--- config.mk ---
export PLATFORM = sky130hd
export DESIGN_NAME = mem_port_arbiter
export DESIGN_NICKNAME = d
export VERILOG_FILES = /design/src/rtl/mem_port_arbiter_pkg.sv /design/src/rtl/arb_watchdog.sv /design/src/rtl/mem_port_arbiter.sv
export SDC_FILE = /design/constraint.sdc
export NUM_CORES = 1
export LEC_CHECK = 0
export ABC_CLOCK_PERIOD_IN_PS = 4400
export CAP_MARGIN = 20
export CORE_MARGIN = 2
export CORE_UTILIZATION = 47
export DETAILED_ROUTE_END_ITERATION = 7
export GPL_TIMING_DRIVEN = 0
export PLACE_DENSITY_LB_ADDON = 0.12
export REMOVE_ABC_BUFFERS = 1
export SYNTH_ARGS = -nofsm -noshare
export SYNTH_HDL_FRONTEND = slang
export SYNTH_SLANG_ARGS = --single-unit
--- constraint.sdc ---
create_clock -name clk_i -period 4.4 [get_ports clk_i]
set_clock_uncertainty 0.1 [all_clocks]
set_input_delay 0.44 -clock clk_i [delete_from_list [all_inputs] [get_ports clk_i]]
set_output_delay 0.44 -clock clk_i [all_outputs]
set_load 0.1 [all_outputs]
--- src/rtl/mem_port_arbiter_pkg.sv ---
// Shared definitions for the memory-port arbiter: FSM encodings,
// stall-bit positions and common constant words.
package mem_port_arbiter_pkg;

    typedef enum logic [1:0] {
        ST_IDLE     = 2'd0,
        ST_IF_BUSY  = 2'd1,
        ST_MEM_BUSY = 2'd2,
        ST_RESP     = 2'd3
    } arb_state_e;

    // Bit positions inside the {ex_mem, id_ex, if_id, pc} stall vector.
    localparam int STALL_PC    = 0;
    localparam int STALL_IFID  = 1;
    localparam int STALL_IDEX  = 2;
    localparam int STALL_EXMEM = 3;

    localparam logic [31:0] ZeroWord     = 32'h0000_0000;
    localparam logic        WriteDisable = 1'b0;
    localparam logic [3:0]  SelAll       = 4'hF;

endpackage

--- src/rtl/arb_watchdog.sv ---
// Per-transaction watchdog: counts busy cycles and flags the last allowed one.
module arb_watchdog #(
    parameter int TIMEOUT = 16,
    parameter int CNT_W   = 8
) (
    input  logic clk_i,
    input  logic rst_i,
    input  logic clr_i,
    input  logic en_i,
    output logic expired_o
);

    localparam logic [CNT_W-1:0] LastCount = CNT_W'(TIMEOUT - 1);

    logic [CNT_W-1:0] r_cnt;

    // Count busy cycles; hold once the limit is reached, restart on clear.
    // NOTE: sequential state uses non-blocking (<=) so every flop samples pre-edge values.
    always_ff @(posedge clk_i or negedge rst_i) begin
        if (!rst_i) begin
            r_cnt <= '0;
        end else if (clr_i) begin
            r_cnt <= '0;
        end else if (en_i && !expired_o) begin
            r_cnt <= r_cnt + CNT_W'(1);
        end
    end

    assign expired_o = (r_cnt == LastCount);

endmodule

--- src/rtl/mem_port_arbiter.sv ---
// Arbitrates the single memory bus port between instruction fetch and
// load/store, sequences each bus transaction, and drives pipeline stalls.
module mem_port_arbiter
    import mem_port_arbiter_pkg::*;
#(
    parameter int TIMEOUT = 16,
    parameter int CNT_W   = 8
) (
    input  logic        clk_i,
    input  logic        rst_i,
    input  logic        if_req_i,
    input  logic [31:0] if_addr_i,
    input  logic        if_flush_i,
    output logic [31:0] if_rdata_o,
    output logic        if_valid_o,
    input  logic        mem_req_i,
    input  logic        mem_we_i,
    input  logic [3:0]  mem_sel_i,
    input  logic [31:0] mem_addr_i,
    input  logic [31:0] mem_wdata_i,
    output logic [31:0] mem_rdata_o,
    output logic        mem_valid_o,
    output logic        err_o,
    output logic        bus_req_o,
    output logic        bus_we_o,
    output logic [3:0]  bus_sel_o,
    output logic [31:0] bus_addr_o,
    output logic [31:0] bus_wdata_o,
    input  logic [31:0] bus_rdata_i,
    input  logic        bus_ack_i,
    output logic [3:0]  stall_o
);

    arb_state_e  r_state;
    arb_state_e  w_next;

    logic [31:0] r_addr;
    logic [31:0] r_wdata;
    logic [31:0] r_rdata;
    logic [31:0] r_if_last;
    logic [31:0] r_mem_last;
    logic [3:0]  r_sel;
    logic        r_we;
    logic        r_owner_mem;
    logic        r_err;
    logic        r_discard;

    logic        w_busy;
    logic        w_expired;
    logic        w_grant_mem;
    logic        w_grant_if;
    logic        w_if_valid;
    logic        w_mem_valid;
    logic        w_mem_stall;
    logic        w_if_stall;
    logic [3:0]  w_stall;

    assign w_busy = (r_state == ST_IF_BUSY) || (r_state == ST_MEM_BUSY);

    arb_watchdog #(
        .TIMEOUT (TIMEOUT),
        .CNT_W   (CNT_W)
    ) u_watchdog (
        .clk_i     (clk_i),
        .rst_i     (rst_i),
        .clr_i     (!w_busy),
        .en_i      (w_busy),
        .expired_o (w_expired)
    );

    // State register.
    always_ff @(posedge clk_i or negedge rst_i) begin
        if (!rst_i) begin
            r_state <= ST_IDLE;
        end else begin
            r_state <= w_next;
        end
    end

    // Next-state and grant decode; MEM wins in IDLE since it is the older instruction.
    // NOTE: every always_comb output gets a default first so no latch is inferred.
    always_comb begin
        w_next      = r_state;
        w_grant_mem = 1'b0;
        w_grant_if  = 1'b0;
        case (r_state)
            ST_IDLE: begin
                if (mem_req_i) begin
                    w_next      = ST_MEM_BUSY;
                    w_grant_mem = 1'b1;
                end else if (if_req_i) begin
                    w_next     = ST_IF_BUSY;
                    w_grant_if = 1'b1;
                end
            end
            ST_IF_BUSY, ST_MEM_BUSY: begin
                if (bus_ack_i || w_expired) begin
                    w_next = ST_RESP;
                end
            end
            ST_RESP: w_next = ST_IDLE;
            default: w_next = ST_IDLE;
        endcase
    end

    // Latch the granted request and capture the response (or zero on timeout).
    always_ff @(posedge clk_i or negedge rst_i) begin
        if (!rst_i) begin
            r_addr      <= ZeroWord;
            r_wdata     <= ZeroWord;
            r_sel       <= 4'h0;
            r_we        <= WriteDisable;
            r_owner_mem <= 1'b0;
            r_rdata     <= ZeroWord;
            r_err       <= 1'b0;
        end else if (w_grant_mem) begin
            r_addr      <= mem_addr_i;
            r_wdata     <= mem_wdata_i;
            r_sel       <= mem_sel_i;
            r_we        <= mem_we_i;
            r_owner_mem <= 1'b1;
            r_err       <= 1'b0;
        end else if (w_grant_if) begin
            r_addr      <= if_addr_i;
            r_wdata     <= ZeroWord;
            r_sel       <= SelAll;
            r_we        <= WriteDisable;
            r_owner_mem <= 1'b0;
            r_err       <= 1'b0;
        end else if (w_busy) begin
            if (bus_ack_i) begin
                r_rdata <= bus_rdata_i;
                r_err   <= 1'b0;
            end else if (w_expired) begin
                r_rdata <= ZeroWord;
                r_err   <= 1'b1;
            end
        end
    end

    // Discard flag: a branch flush during an IF access kills its result.
    always_ff @(posedge clk_i or negedge rst_i) begin
        if (!rst_i) begin
            r_discard <= 1'b0;
        end else if (r_state == ST_RESP) begin
            r_discard <= 1'b0;
        end else if ((r_state == ST_IF_BUSY) && if_flush_i) begin
            r_discard <= 1'b1;
        end
    end

    // A flush arriving in RESP itself must also suppress the pulse.
    assign w_if_valid  = (r_state == ST_RESP) && !r_owner_mem && !r_discard && !if_flush_i;
    assign w_mem_valid = (r_state == ST_RESP) && r_owner_mem;

    // Hold the last delivered data so read data stays stable between pulses.
    always_ff @(posedge clk_i or negedge rst_i) begin
        if (!rst_i) begin
            r_if_last  <= ZeroWord;
            r_mem_last <= ZeroWord;
        end else begin
            if (w_if_valid) begin
                r_if_last <= r_rdata;
            end
            if (w_mem_valid) begin
                r_mem_last <= r_rdata;
            end
        end
    end

    assign if_valid_o  = w_if_valid;
    assign mem_valid_o = w_mem_valid;
    assign if_rdata_o  = w_if_valid  ? r_rdata : r_if_last;
    assign mem_rdata_o = w_mem_valid ? r_rdata : r_mem_last;
    assign err_o       = r_err && (w_if_valid || w_mem_valid);

    assign bus_req_o   = w_busy;
    assign bus_we_o    = w_busy && r_we;
    assign bus_sel_o   = r_sel;
    assign bus_addr_o  = r_addr;
    assign bus_wdata_o = r_wdata;

    // Stall vector: a pending load/store freezes everything, a pending fetch freezes pc and if_id.
    assign w_mem_stall = mem_req_i && !w_mem_valid;
    assign w_if_stall  = if_req_i && !w_if_valid;

    always_comb begin
        w_stall              = 4'b0000;
        w_stall[STALL_EXMEM] = w_mem_stall;
        w_stall[STALL_IDEX]  = w_mem_stall;
        w_stall[STALL_IFID]  = w_mem_stall || w_if_stall;
        w_stall[STALL_PC]    = w_mem_stall || w_if_stall;
    end

    assign stall_o = w_stall;

endmodule

# Word level (Yosys, flattened, before mapping)

Index checks and enable logic that the tools add are counted.
Widths: inputs -> output; s select.

Register bits after elaboration: 178
Latch bits: 0
RAM bits: 0
Bits in read-only memories: 0
Bits of input ports: 139
Word-level logic and storage cells: 83
Memories kept: 0

Add/subtract/negate cells: 1
Multiply operators: 0
Div/mod/pow operators: 0
$lt $le $gt $ge: 0
Eq/ne operators: 7
Shift operators: 0
Muxes and demuxes: 31
Bitwise operators: 2
Reductions and logical operators: 30

Operators with widths:

| cell                | count |
|---|---|
| $mux 32             | 8 |
| $mux 8              | 2 |
| $mux 1              | 15 |
| $logic_and 1x1->1   | 10 |
| $add 8x1->8 const B | 1 |
| $eq 8x4->1 const B  | 1 |
| $mux 4              | 2 |
| $logic_not 1->1     | 6 |
| $mux 2              | 3 |
| $pmux 2 s3          | 1 |
| $reduce_bool 2->1   | 3 |
| $eq 2x2->1 const B  | 2 |
| $logic_or 1x1->1    | 4 |
| $ne 2x2->1 const B  | 2 |
| $reduce_and 2->1    | 2 |
| $reduce_and 4->1    | 1 |
| $reduce_bool 4->1   | 1 |
| $ne 3x3->1 const B  | 1 |
| $reduce_bool 3->1   | 1 |
| $eq 2x1->1 const B  | 1 |
| $logic_not 2->1     | 1 |
| $not 1->1           | 2 |
| $reduce_or 2->1     | 1 |

# Logic depth before layout (Yosys ltp)

Word-level depth: 7
Gate-level depth with buffers: 7
Gate-level depth less buffers: 6

# Cells and area by module

Synthesis repeated with hierarchy kept, for this count alone.

Cells, all modules: 624
Area, all modules: 7475.9 sq um

By module, submodules not included:

| module           | instances | cells an instance | area each (sq um) |
|---|---|---|---|
| mem_port_arbiter | 1         | 581               | 7034.2 |
| arb_watchdog     | 1         | 43                | 441.7 |

# Worst setup path before layout

No wires, ideal clock.

Path kind: register to output
Start: reg r_state[0]
End: out stall_o[1]
Arrival: 3.585 ns
Path slack: 0.275 ns
Stages on the path, launching flop included: 7
Buffers on the path: 2
Cells stage by stage: dfrtp_1 -> ha_1 -> nand2_1 -> buf_2 -> inv_1 -> o22ai_1 -> buf_4

Elaborated cells between the ends (all ways): 10
Those cells by class: eq/ne: 1; reduce/logical: 9

RTL lines:

| item                     | RTL line                | source |
|---|---|---|
| start: declaration       | mem_port_arbiter.sv:34  | `arb_state_e r_state;` |
| start signal: assignment | mem_port_arbiter.sv:76  | `r_state <= w_next;` |
| $eq 2x2->1               | mem_port_arbiter.sv:154 | `assign w_mem_valid = (r_state == ST_RESP) && r_owner_mem;` |
| $logic_and 1x1->1        | mem_port_arbiter.sv:154 |  |
| net mem_valid_o          | mem_port_arbiter.sv:22  | `output logic mem_valid_o,` |
| $logic_not 1->1          | mem_port_arbiter.sv:184 | `assign w_mem_stall = mem_req_i && !w_mem_valid;` |
| $logic_and 1x1->1        | mem_port_arbiter.sv:184 |  |
| $logic_or 1x1->1         | -                       |  |
| end: declaration         | mem_port_arbiter.sv:31  | `output logic [3:0] stall_o` |

The timed path passes the listed nets, and every way through them passes these cells.

# Worst setup path in the final report

Start: reg r_state[0]
End: out stall_o[1]

Longest elaborated chain between the ends: 7
Elaborated cells between the ends (all ways): 10
Those cells by class: eq/ne: 1; reduce/logical: 9

Ends and longest elaborated chain:

| item                            | RTL line                                         | source |
|---|---|---|
| $eq 2x2->1 *                    | mem_port_arbiter.sv:153, mem_port_arbiter.sv:154 |  |
| $logic_and 1x1->1 (3 in series) | mem_port_arbiter.sv:153                          | `assign w_if_valid = (r_state == ST_RESP) && !r_owner_mem && !r_discard && !if_flush_i;` |
| $logic_not 1->1                 | mem_port_arbiter.sv:185                          | `assign w_if_stall = if_req_i && !w_if_valid;` |
| $logic_and 1x1->1               | mem_port_arbiter.sv:185                          |  |
| $logic_or 1x1->1 *              | mem_port_arbiter.sv:191                          | `w_stall[STALL_IFID] = w_mem_stall \|\| w_if_stall;` |

Every way passes the cells marked *; elsewhere a longest branch is shown, timed or not.

==> reports/metrics.csv <==
stage;metric;value;unit
run_status;run_status;finished, final reports clean;
timing;rsz0062_at_grt;false;
layout;final_cell_mix;278 x clkdlybuf4s50_1, 178 x dfrtp_1, 65 x o22ai_1, 64 x mux2_2, 63 x a22o_1;
route;vias;5481;
setup_path;cp_data_required_time;3.86;ns
timing;timing.final.crit_period;4.024;ns
yosys;yosysWarnings;0;
route;drt_iter0_drc;287;
yosys;synth_xor_area_share;0.4959;%
yosys;synth_top_family_by_area;compound AO/OA/AOI/OAI gates;
setup_path;r2r_slack;1.37;ns
clocking;cts_tree;done;
timing;setup_viol;0;
global_routing;grt.overflow.total;0;
floorplanning;rows;44;
global_routing;grt_max_degree;91;
yosys;muxShareOfSynthArea;10.66;%
setup_path;r2r_start;r_state[0];
layout;num-fill-cells;981;
timing;hold_viol_final;0;
setup_path;r2r_end;r_rdata[0];
layout;drive_gt1_share;14.38;%
floorplanning;dieArea;16030;um^2
timing;fmax;0.2485;GHz
yosys;netlist_top_cells_area;dfrtp_1 63%, mux2_2 10%, a22o_1 7.8%;
yosys;synth-seq-cells;178;
setup_path;path_class;flop to primary output;
placed_design;place_congestion;0.8304;
setup_path;cp-start-kind;flop;
setup_path;endpoint_kind;primary output;
clocking;cts_buffers;17;
yosys;synth_top_area_share;63.05;%
route;ant_nets;0;
global_routing;grt_busiest_layer;met2;
setup_path;crit_end;stall_o[1];
yosys;yosys.area.top_type;dfrtp_1;
placed_design;dpl.hpwl;13.51;mm
layout;fin_nets;924;
clocking;cts.path.max_buffers;2;
yosys;synthDistinctLibCells;39;
global_routing;grt_pass1_wl;31.01;mm
route;vias_per_cell;5.610;
global_routing;track_usage;24.41;%
yosys;synth_fa_ha_area_share;0.8856;%
placed_design;portBuffers;279;
yosys;avgSynthCellArea;13.74;um^2
yosys;synth_compound_area_share;18.15;%
global_routing;antenna_found_initial;0;
min_path;worstHoldPathType;flop to flop;
setup_path;reg2regPathDepth;5;
global_routing;use_met3;8.646;%
floorplanning;core_area;14590;um^2
yosys;synthCells;514;
route;dr.pass1.iters;4;
floorplanning;io_pins;280;
global_routing;grt_pass1_vias;5833;
layout;layout_commonest_cell;clkdlybuf4s50_1;
clocking;cts_sinks;178;
global_routing;grtUsageMet1;28.73;%
clocking;clk_latency;0.42;ns
timing;max_slew.worst_pin.slew;1.059;ns
floorplanning;initial_core_util;48.42;%
clocking;htree_levels;4;
clocking;cts-root-buf;clkbuf_16;
setup_path;startpoint;r_state[0];
timing;slew_viol_final;0;
route;wirelength;19.38;mm
layout;antenna_cells;0;
yosys;synthSimpleGateAreaFrac;2.852;%
clocking;post-cts-setup-buffers;0;
timing;whs;0.3875;ns
setup_path;cp_max_fo;33;
yosys;yosysSeqAreaShare;63.05;%
job;cap_violations;0;
global_routing;grt_use_met2;41.77;%
route;drc_errors;0;
timing;period_share;91.46;%
floorplanning;die_h;126.6;um
layout;area_delta_synth_final;50.67;%
route;wire_per_inst;19.83;um
yosys;synthesis.area;7064;um^2
floorplanning;die_x;126.6;um
layout;regArea;4454;um^2
layout;multi_input_area;2338;um^2
clocking;clk_pin_slew;0.07;ns
setup_path;arrival;3.48;ns
timing;slew_headroom;29.21;%
[cell usage after synthesis]
cell	instances
a22o_2	2
nand2_1	9
inv_1	5
a21oi_2	1
a21oi_1	34
a22o_1	63
o21ai_4	1
o21ai_0	4
buf_2	7
a21boi_0	1
o22a_1	4
xor2_1	1
nand4_1	1
buf_4	8
o21a_1	1
dfrtp_1	178
and4_1	1
o22ai_1	65
clkbuf_1	17
clkinv_1	1
nand3_1	2
mux2_2	64
nand3b_4	1
a31oi_1	2
and2_1	6
xnor2_1	3
ha_1	5
nor4_4	1
nor2b_1	1
a32oi_1	1
o211a_1	1
a211oi_1	1
and3_1	3
mux2i_1	1
nor4b_4	1
nor2_1	4
buf_6	7
mux2_1	2
buf_1	4
[worst max-delay path, stage by stage (launching register included)]
cell and delay, ns:
dfrtp_1 0.42, ha_1 0.27, nand2_2 0.66, inv_1 0.22
o22ai_1 0.30, clkdlybuf4s50_1 1.19
[area by class of cell]
class,instances,area share (%)
clock buffer,20,4.197
clock inverter,12,1.234
inverter,6,0.2116
multi-input combinational,287,21.97
sequential,178,41.85
tap,184,2.163
timing repair buffer,290,28.38
[per-stage QoR]
stage | setup TNS (ns) | util, % | cell area (um^2) | cells | setup slack [ns]
after floorplan | -4.698 | - | 6812 | 471 | -1.475
after global placement | -745.08 | 67.41 | 9834 | 934 | -4.080
after detailed placement | 0 | 68.36 | 9973 | 941 | 0.1298
after CTS | 0 | 72.39 | 10560 | 974 | 0.1119
after global routing | 0 | 72.96 | 10640 | 977 | 0.1907
final | 0 | 72.96 | 10640 | 977 | 0.3759
[sequential cells by signal, indices dropped and copies added, names as in the netlist, 2 cells and up]
name and cells:
r_mem_last 32, r_state 2, bus_wdata_o 32, bus_addr_o 32, r_rdata 32, r_if_last 32, bus_sel_o 4, u_watchdog.r_cnt 8
[kinds of logic (layout without fill, tap and decap cells)]
kind of cell,after synthesis,count (layout)
AO/OA/AOI/OAI,181,181
XOR/XNOR,4,4
adder cells (fa/ha/maj),5,5
buffers and inverters,49,328
flip-flops,178,178
multiplexers,67,67
AND/OR/NAND/NOR,30,30
[repair_timing]
action,4_1_cts,5_1_grt
gates resized for setup,0,0
hold buffers,1,0
endpoints found under the hold margin,88,0
[per-layer routing]
| metal | wire length [um] | vias up |
|---|---|---|
| met5 | 0 | - |
| met4 | 413 | 0 |
| met3 | 1611 | 35 |
| met2 | 9909 | 212 |
| met1 | 7443 | 2760 |
| li1 | - | 2474 |
[worst min-delay path by stage]
stage	from	to	slack, ns	depth (start not counted)
2_1_floorplan	rst_i	bus_addr_o[0]	0.04	0
3_3_place_gp	r_if_last[6]	r_if_last[6]	0.37	1
3_5_place_dp	r_if_last[5]	r_if_last[5]	0.37	1
4_1_cts	bus_sel_o[0]	bus_sel_o[0]	0.39	1
5_1_grt	r_if_last[5]	r_if_last[5]	0.40	1
6_report	bus_sel_o[0]	bus_sel_o[0]	0.39	1
Power is not shown: default switching activity piles up to over one toggle a cycle in this logic, so the estimate is an artifact.
